## src/rtl/hls_core_staller_mc_if.sv

```systemverilog
// Channel-side bundle for the multi-channel core staller: completions, masks,
// hang threshold and the stall/debug outputs handed back to the core.
interface hls_core_staller_mc_if #(
    parameter int NUM_IN  = 2,
    parameter int NUM_OUT = 1,
    parameter int CNT_W   = 16,
    parameter int RUN_W   = 8,
    parameter int SRC_W   = ((NUM_IN + NUM_OUT) > 1) ? $clog2(NUM_IN + NUM_OUT) : 1
);
    logic [NUM_IN-1:0]  chn_in_wen_comp;
    logic [NUM_OUT-1:0] chn_out_wen_comp;
    logic [NUM_IN-1:0]  chn_in_mask;
    logic [NUM_OUT-1:0] chn_out_mask;
    logic [RUN_W-1:0]   timeout_thresh;
    logic               stat_clr;
    logic               core_wen;
    logic               core_wten;
    logic [CNT_W-1:0]   stall_cnt;
    logic [RUN_W-1:0]   stall_run;
    logic [1:0]         stall_state;
    logic [SRC_W-1:0]   stall_src;
    logic               stall_timeout;

    modport master (
        output chn_in_wen_comp, chn_out_wen_comp, chn_in_mask, chn_out_mask,
               timeout_thresh, stat_clr,
        input  core_wen, core_wten, stall_cnt, stall_run, stall_state,
               stall_src, stall_timeout
    );

    modport slave (
        input  chn_in_wen_comp, chn_out_wen_comp, chn_in_mask, chn_out_mask,
               timeout_thresh, stat_clr,
        output core_wen, core_wten, stall_cnt, stall_run, stall_state,
               stall_src, stall_timeout
    );
endinterface

```

## src/rtl/hls_core_staller_mc.sv

```systemverilog
// Multi-channel core staller: merges channel completions into core_wen and keeps
// stall statistics, a RUN/STALL/HUNG hang detector and first-blocker capture.
module hls_core_staller_mc #(
    parameter int NUM_IN  = 2,
    parameter int NUM_OUT = 1,
    parameter int CNT_W   = 16,
    parameter int RUN_W   = 8
) (
    input logic                 nvdla_core_clk,
    input logic                 nvdla_core_rstn,
    hls_core_staller_mc_if.slave bus
);
    localparam int NUM_CH = NUM_IN + NUM_OUT;
    localparam int SRC_W  = (NUM_CH > 1) ? $clog2(NUM_CH) : 1;

    typedef enum logic [1:0] {
        ST_RUN   = 2'd0,
        ST_STALL = 2'd1,
        ST_HUNG  = 2'd2,
        ST_ILL   = 2'd3
    } state_e;

    state_e             state_q, state_d;
    logic [CNT_W-1:0]   cnt_q, cnt_d;
    logic [RUN_W-1:0]   run_q, run_d;
    logic [SRC_W-1:0]   src_q, src_d;
    logic               tout_q, tout_d;
    logic               wten_q;

    logic [NUM_CH-1:0]  ready_s;
    logic               core_wen_s;
    logic [SRC_W-1:0]   first_blk_s;
    logic [RUN_W:0]     run_inc_s;
    logic               hang_hit_s;

    // Outputs occupy indices NUM_IN.. above the inputs, matching stall_src numbering.
    assign ready_s    = {bus.chn_out_wen_comp | bus.chn_out_mask,
                         bus.chn_in_wen_comp  | bus.chn_in_mask};
    assign core_wen_s = &ready_s;
    assign run_inc_s  = {1'b0, run_q} + {{RUN_W{1'b0}}, 1'b1};
    assign hang_hit_s = (bus.timeout_thresh != {RUN_W{1'b0}}) &&
                        (run_inc_s >= {1'b0, bus.timeout_thresh});

    // Lowest-index non-ready channel; scanning downward lets lower indices win.
    always_comb begin
        first_blk_s = {SRC_W{1'b0}};
        for (int k = NUM_CH - 1; k >= 0; k--) begin
            first_blk_s = ready_s[k] ? first_blk_s : SRC_W'(k);
        end
    end

    // Next-state logic for the hang detector and all statistics registers.
    always_comb begin
        state_d = state_q;
        cnt_d   = cnt_q;
        run_d   = run_q;
        src_d   = src_q;
        tout_d  = tout_q;

        case (state_q)
            ST_RUN: begin
                if (!core_wen_s) begin
                    state_d = ST_STALL;
                    src_d   = first_blk_s;
                end else begin
                    state_d = ST_RUN;
                end
            end
            ST_STALL: begin
                if (core_wen_s) begin
                    state_d = ST_RUN;
                end else if (hang_hit_s) begin
                    state_d = ST_HUNG;
                end else begin
                    state_d = ST_STALL;
                end
            end
            ST_HUNG: begin
                if (core_wen_s) begin
                    state_d = ST_RUN;
                end else begin
                    state_d = ST_HUNG;
                end
            end
            default: begin
                state_d = ST_RUN;
            end
        endcase

        if (bus.stat_clr) begin
            cnt_d = {CNT_W{1'b0}};
        end else if (!core_wen_s && (cnt_q != {CNT_W{1'b1}})) begin
            cnt_d = cnt_q + {{(CNT_W-1){1'b0}}, 1'b1};
        end else begin
            cnt_d = cnt_q;
        end

        if (core_wen_s) begin
            run_d = {RUN_W{1'b0}};
        end else if (run_q != {RUN_W{1'b1}}) begin
            run_d = run_inc_s[RUN_W-1:0];
        end else begin
            run_d = run_q;
        end

        // A hang entry in the same cycle as a clear still leaves the flag set.
        if ((state_q == ST_STALL) && (state_d == ST_HUNG)) begin
            tout_d = 1'b1;
        end else if (bus.stat_clr) begin
            tout_d = 1'b0;
        end else begin
            tout_d = tout_q;
        end
    end

    // State and statistics registers.
    always_ff @(posedge nvdla_core_clk or negedge nvdla_core_rstn) begin
        if (!nvdla_core_rstn) begin
            state_q <= ST_RUN;
            cnt_q   <= {CNT_W{1'b0}};
            run_q   <= {RUN_W{1'b0}};
            src_q   <= {SRC_W{1'b0}};
            tout_q  <= 1'b0;
            wten_q  <= 1'b0;
        end else begin
            state_q <= state_d;
            cnt_q   <= cnt_d;
            run_q   <= run_d;
            src_q   <= src_d;
            tout_q  <= tout_d;
            wten_q  <= ~core_wen_s;
        end
    end

    assign bus.core_wen      = core_wen_s;
    assign bus.core_wten     = wten_q;
    assign bus.stall_cnt     = cnt_q;
    assign bus.stall_run     = run_q;
    assign bus.stall_state   = state_q;
    assign bus.stall_src     = src_q;
    assign bus.stall_timeout = tout_q;
endmodule

```

## src/flat_wrapper.sv

```systemverilog
// flat-port wrapper written by rule: the top's interface ports become plain ports
module hls_core_staller_mc_flat 
#(
    parameter int NUM_IN  = 2,
    parameter int NUM_OUT = 1,
    parameter int CNT_W   = 16,
    parameter int RUN_W   = 8
)
  (nvdla_core_clk, nvdla_core_rstn, bus_chn_in_wen_comp, bus_chn_out_wen_comp, bus_chn_in_mask, bus_chn_out_mask, bus_timeout_thresh, bus_stat_clr, bus_core_wen, bus_core_wten, bus_stall_cnt, bus_stall_run, bus_stall_state, bus_stall_src, bus_stall_timeout);
  hls_core_staller_mc_if #(.NUM_IN(NUM_IN), .NUM_OUT(NUM_OUT), .CNT_W(CNT_W), .RUN_W(RUN_W)) bus_i ();
  input logic nvdla_core_clk;
  input logic nvdla_core_rstn;
  input wire logic [$bits(bus_i.chn_in_wen_comp)-1:0] bus_chn_in_wen_comp;
  input wire logic [$bits(bus_i.chn_out_wen_comp)-1:0] bus_chn_out_wen_comp;
  input wire logic [$bits(bus_i.chn_in_mask)-1:0] bus_chn_in_mask;
  input wire logic [$bits(bus_i.chn_out_mask)-1:0] bus_chn_out_mask;
  input wire logic [$bits(bus_i.timeout_thresh)-1:0] bus_timeout_thresh;
  input wire logic [$bits(bus_i.stat_clr)-1:0] bus_stat_clr;
  output wire logic [$bits(bus_i.core_wen)-1:0] bus_core_wen;
  output wire logic [$bits(bus_i.core_wten)-1:0] bus_core_wten;
  output wire logic [$bits(bus_i.stall_cnt)-1:0] bus_stall_cnt;
  output wire logic [$bits(bus_i.stall_run)-1:0] bus_stall_run;
  output wire logic [$bits(bus_i.stall_state)-1:0] bus_stall_state;
  output wire logic [$bits(bus_i.stall_src)-1:0] bus_stall_src;
  output wire logic [$bits(bus_i.stall_timeout)-1:0] bus_stall_timeout;
  assign bus_i.chn_in_wen_comp = bus_chn_in_wen_comp;
  assign bus_i.chn_out_wen_comp = bus_chn_out_wen_comp;
  assign bus_i.chn_in_mask = bus_chn_in_mask;
  assign bus_i.chn_out_mask = bus_chn_out_mask;
  assign bus_i.timeout_thresh = bus_timeout_thresh;
  assign bus_i.stat_clr = bus_stat_clr;
  assign bus_core_wen = bus_i.core_wen;
  assign bus_core_wten = bus_i.core_wten;
  assign bus_stall_cnt = bus_i.stall_cnt;
  assign bus_stall_run = bus_i.stall_run;
  assign bus_stall_state = bus_i.stall_state;
  assign bus_stall_src = bus_i.stall_src;
  assign bus_stall_timeout = bus_i.stall_timeout;
  hls_core_staller_mc #(.NUM_IN(NUM_IN), .NUM_OUT(NUM_OUT), .CNT_W(CNT_W), .RUN_W(RUN_W)) u_core (.nvdla_core_clk(nvdla_core_clk), .nvdla_core_rstn(nvdla_core_rstn), .bus(bus_i));
endmodule
```

## config.mk

```make
export PLATFORM = sky130hd
export DESIGN_NAME = hls_core_staller_mc_flat
export DESIGN_NICKNAME = d
export VERILOG_FILES = /design/src/rtl/hls_core_staller_mc_if.sv /design/src/rtl/hls_core_staller_mc.sv /design/src/flat_wrapper.sv
export SDC_FILE = /design/constraint.sdc
export NUM_CORES = 1
export LEC_CHECK = 0
export CORE_MARGIN = 2
export CORE_UTILIZATION = 43
export CTS_CLUSTER_SIZE = 8
export DETAILED_ROUTE_END_ITERATION = 8
export GPL_ROUTABILITY_DRIVEN = 0
export PLACE_DENSITY = 0.79
export SLEW_MARGIN = 20
export SYNTH_ARGS = -nofsm -noshare
export SYNTH_HDL_FRONTEND = slang
export SYNTH_SLANG_ARGS = --single-unit
```

## constraint.sdc

```tcl
create_clock -name nvdla_core_clk -period 2.2 [get_ports nvdla_core_clk]
set_input_delay 0.33 -clock nvdla_core_clk [delete_from_list [all_inputs] [get_ports nvdla_core_clk]]
set_output_delay 0.33 -clock nvdla_core_clk [all_outputs]
set_load 0.03 [all_outputs]
```

==> impl_metrics.env <==
export IMPL_die_area_sq_mm=0.00467
export IMPL_via_per_inst=5.29
export IMPL_crit_required_ps=2370
export IMPL_async_reset_ff_frac=1.00
export IMPL_layout_common_cells="clkdlybuf4s50_1, dfrtp_1, nor2_1, inv_1, xnor2_1"
export IMPL_clockBufferDepth=2
export IMPL_setup_viol=0
export IMPL_cts_tree="built"
export IMPL_fp_dieH_um=68.3
export IMPL_postSynthAreaPerCell_sq_um=9.62
export IMPL_antenna_found_initial=0
export IMPL_cts_root_buf="clkbuf_8"
export IMPL_die_w_um=68.3
export IMPL_maxCapViolCount=0
export IMPL_wirelength_um=4600
export IMPL_synth_adder_area_share=0.0703
export IMPL_ys_warn_count=0
export IMPL_layout_drive_gt1_share=0.211
export IMPL_firstDrtPassIters=4
export IMPL_postRouteAntennaNets=0
export IMPL_syn_area_sq_mm=0.00178
export IMPL_num_antenna_cells=0
export IMPL_fin_ws_ps=58.0
export IMPL_ir_worst_vdd_uv=269
export IMPL_grt_max_degree=31
export IMPL_clock_fmax_ghz=0.467
export IMPL_via_count=1570
export IMPL_fin_setup_tns_ps=0
export IMPL_synth_top_family_by_area="simple AND/OR/NAND/NOR gates"
export IMPL_netlist_instances=185
export IMPL_synthSimpleGateAreaFrac=0.238
export IMPL_wl_per_cell_um=15.5
export IMPL_synth_seq_cells=30
export IMPL_worstSetupEndpointType="register"
export IMPL_dr_first_iter_drc_count=66
export IMPL_final_nets=273
export IMPL_synthMuxAreaShare=0.0239
export IMPL_fin_crit_sh=0.974
export IMPL_pre_cts_ws_ps=8.28
export IMPL_yosysTopAreaCell="dfrtp_1"
export IMPL_cts_sinks=30
export IMPL_worstMarginPinSlew_ps=561
export IMPL_cts_buffers=5
export IMPL_start_util=0.445
export IMPL_grt_ovfl_total=0
export IMPL_hold_path_class="input pin to async pin"
export IMPL_syn_num_nets=212
export IMPL_finalHoldViolations=0
export IMPL_clk_latency_ps=280
export IMPL_synth_xor_area_frac=0.0935
export IMPL_layout_min_cycle_time_ps=2140
export IMPL_status="finished, final reports clean"
export IMPL_synth_cell_types=46
export IMPL_yosys_top_cells_area="dfrtp_1, ha_1, xnor2_1, nor2_1, a21oi_1"
export IMPL_p_leak_nw=1.10
export IMPL_relSlewSlack=0.625
export IMPL_cts_htree_levels=2
export IMPL_synth_ff_type="dfrtp_1"
export IMPL_layout_commonest_cell="clkdlybuf4s50_1"
export IMPL_synth_compound_area_frac=0.0999
export IMPL_area_growth_pct=47.5
export IMPL_clkSlewWorstSetupHoldPaths_ps=70
export IMPL_ios=48
export IMPL_critPathArrivalTime_ps=2310
export IMPL_portBuffers=47
export IMPL_drc_errors=0
export IMPL_path_class="register to register"
export IMPL_synth_edf_count=0
export IMPL_powerDensity_mw_per_mm2=573
export IMPL_synth_top_area_frac=0.422
export IMPL_gr_usage_all_layers=0.207
export IMPL_fin_skew_ps=7.31
export IMPL_dp_hpwl_um=3070
export IMPL_rows=23
export IMPL_grt_pass1_vias=1515
export IMPL_crit_fanout=5
export IMPL_ys_seq_area_frac=0.422
export IMPL_grt_pass1_wl_um=7020
export IMPL_core_area_sq_mm=0.00400
export IMPL_drv_slew=0
export IMPL_critPathLaunchType="register"
## timing repair
item	CTS	global route
pin swaps	0	7
hold buffers	0	0
buffers inserted	0	6
setup endpoints to repair	1	3
resized for setup	2	20
## power by group
group          total, mW  switching [mW]  internal [mW]
registers          0.623          0.0396          0.584
clock network      0.466           0.215          0.251
logic              0.416           0.221          0.195
total               1.51           0.475           1.03
## flip-flops by register name, indices dropped and copies added, names as in the netlist
| signal | flops |
|---|---|
| u_core.bus.stall_state | 2 |
| u_core.bus.stall_src | 2 |
| u_core.bus.stall_run | 8 |
| u_core.bus.core_wten | 1 |
| u_core.bus.stall_timeout | 1 |
| u_core.bus.stall_cnt | 16 |
## metrics by stage
stage               hold slack [ps]  total power, mW  area (sq um)  instances  utilization
finish                          435             1.51          2630        297        0.656
global route                    464             1.58          2630        297        0.656
CTS                             452             1.44          2460        291        0.614
detailed placement              511            0.962          2350        283        0.587
global placement                499            0.949          2350        283        0.587
floorplan                      34.4            0.804          1780        185            -
## worst paths after layout
path | endpoint | cells after the start | from | slack [ps]
setup / recovery | u_core.bus.stall_timeout | 9 | u_core.bus.stall_run[1] | 60
hold / removal | u_core.bus.stall_run[7] | 2 | nvdla_core_rstn | 440
setup reg to reg | u_core.bus.stall_timeout | 9 | u_core.bus.stall_run[1] | 60
hold reg to reg | u_core.bus.stall_src[0] | 1 | u_core.bus.stall_src[0] | 530
max in group asynchronous | u_core.bus.stall_run[3] | 2 | nvdla_core_rstn | 1450
min in group nvdla_core_clk | u_core.bus.stall_src[0] | 1 | u_core.bus.stall_src[0] | 530
## cell usage after synthesis, drive strengths merged, types with 3 or more instances
master and number:
nor3 5, a21oi 12, nor2 24, xor2 5
buf 4, ha 10, nand3 10, inv 15
xnor2 14, nor4b 3, dfrtp 30, nand2 10
nor2b 3, nor4 7, nand4 4
## layer usage
metal	vias to the layer above	share of wire	track usage
met3	5	0.051	0.0526
met5	-	0	0
met4	0	0.0083	0.0675
li1	762	-	-
met2	45	0.51	0.348
met1	758	0.43	0.259
## worst max-delay path, stage by stage, from the launching register on
cell and delay, ps:
dfrtp_2 450, ha_4 200, nand3_4 90, xor2_2 190, inv_2 70, ha_4 210, a21o_1 210, a221oi_4 320
o2bb2ai_4 110, a22o_1 180
## final cells by class
class,instances,area [sq um]
fill,322,1380
multi-input combinational,134,1070
sequential,30,757
timing repair buffer,60,582
clock buffer,6,82.6
tap,50,62.6
inverter,15,56.3
clock inverter,2,12.5
## cell families (layout without fill, tap and decap cells)
group	Yosys count	in the layout
XOR/XNOR	19	19
flip-flops	30	30
AO/OA/AOI/OAI	27	27
multiplexers	4	4
adder cells (fa/ha/maj)	10	10
buffers and inverters	21	83
AND/OR/NAND/NOR	74	74
Power figures use the tool's default switching activity.
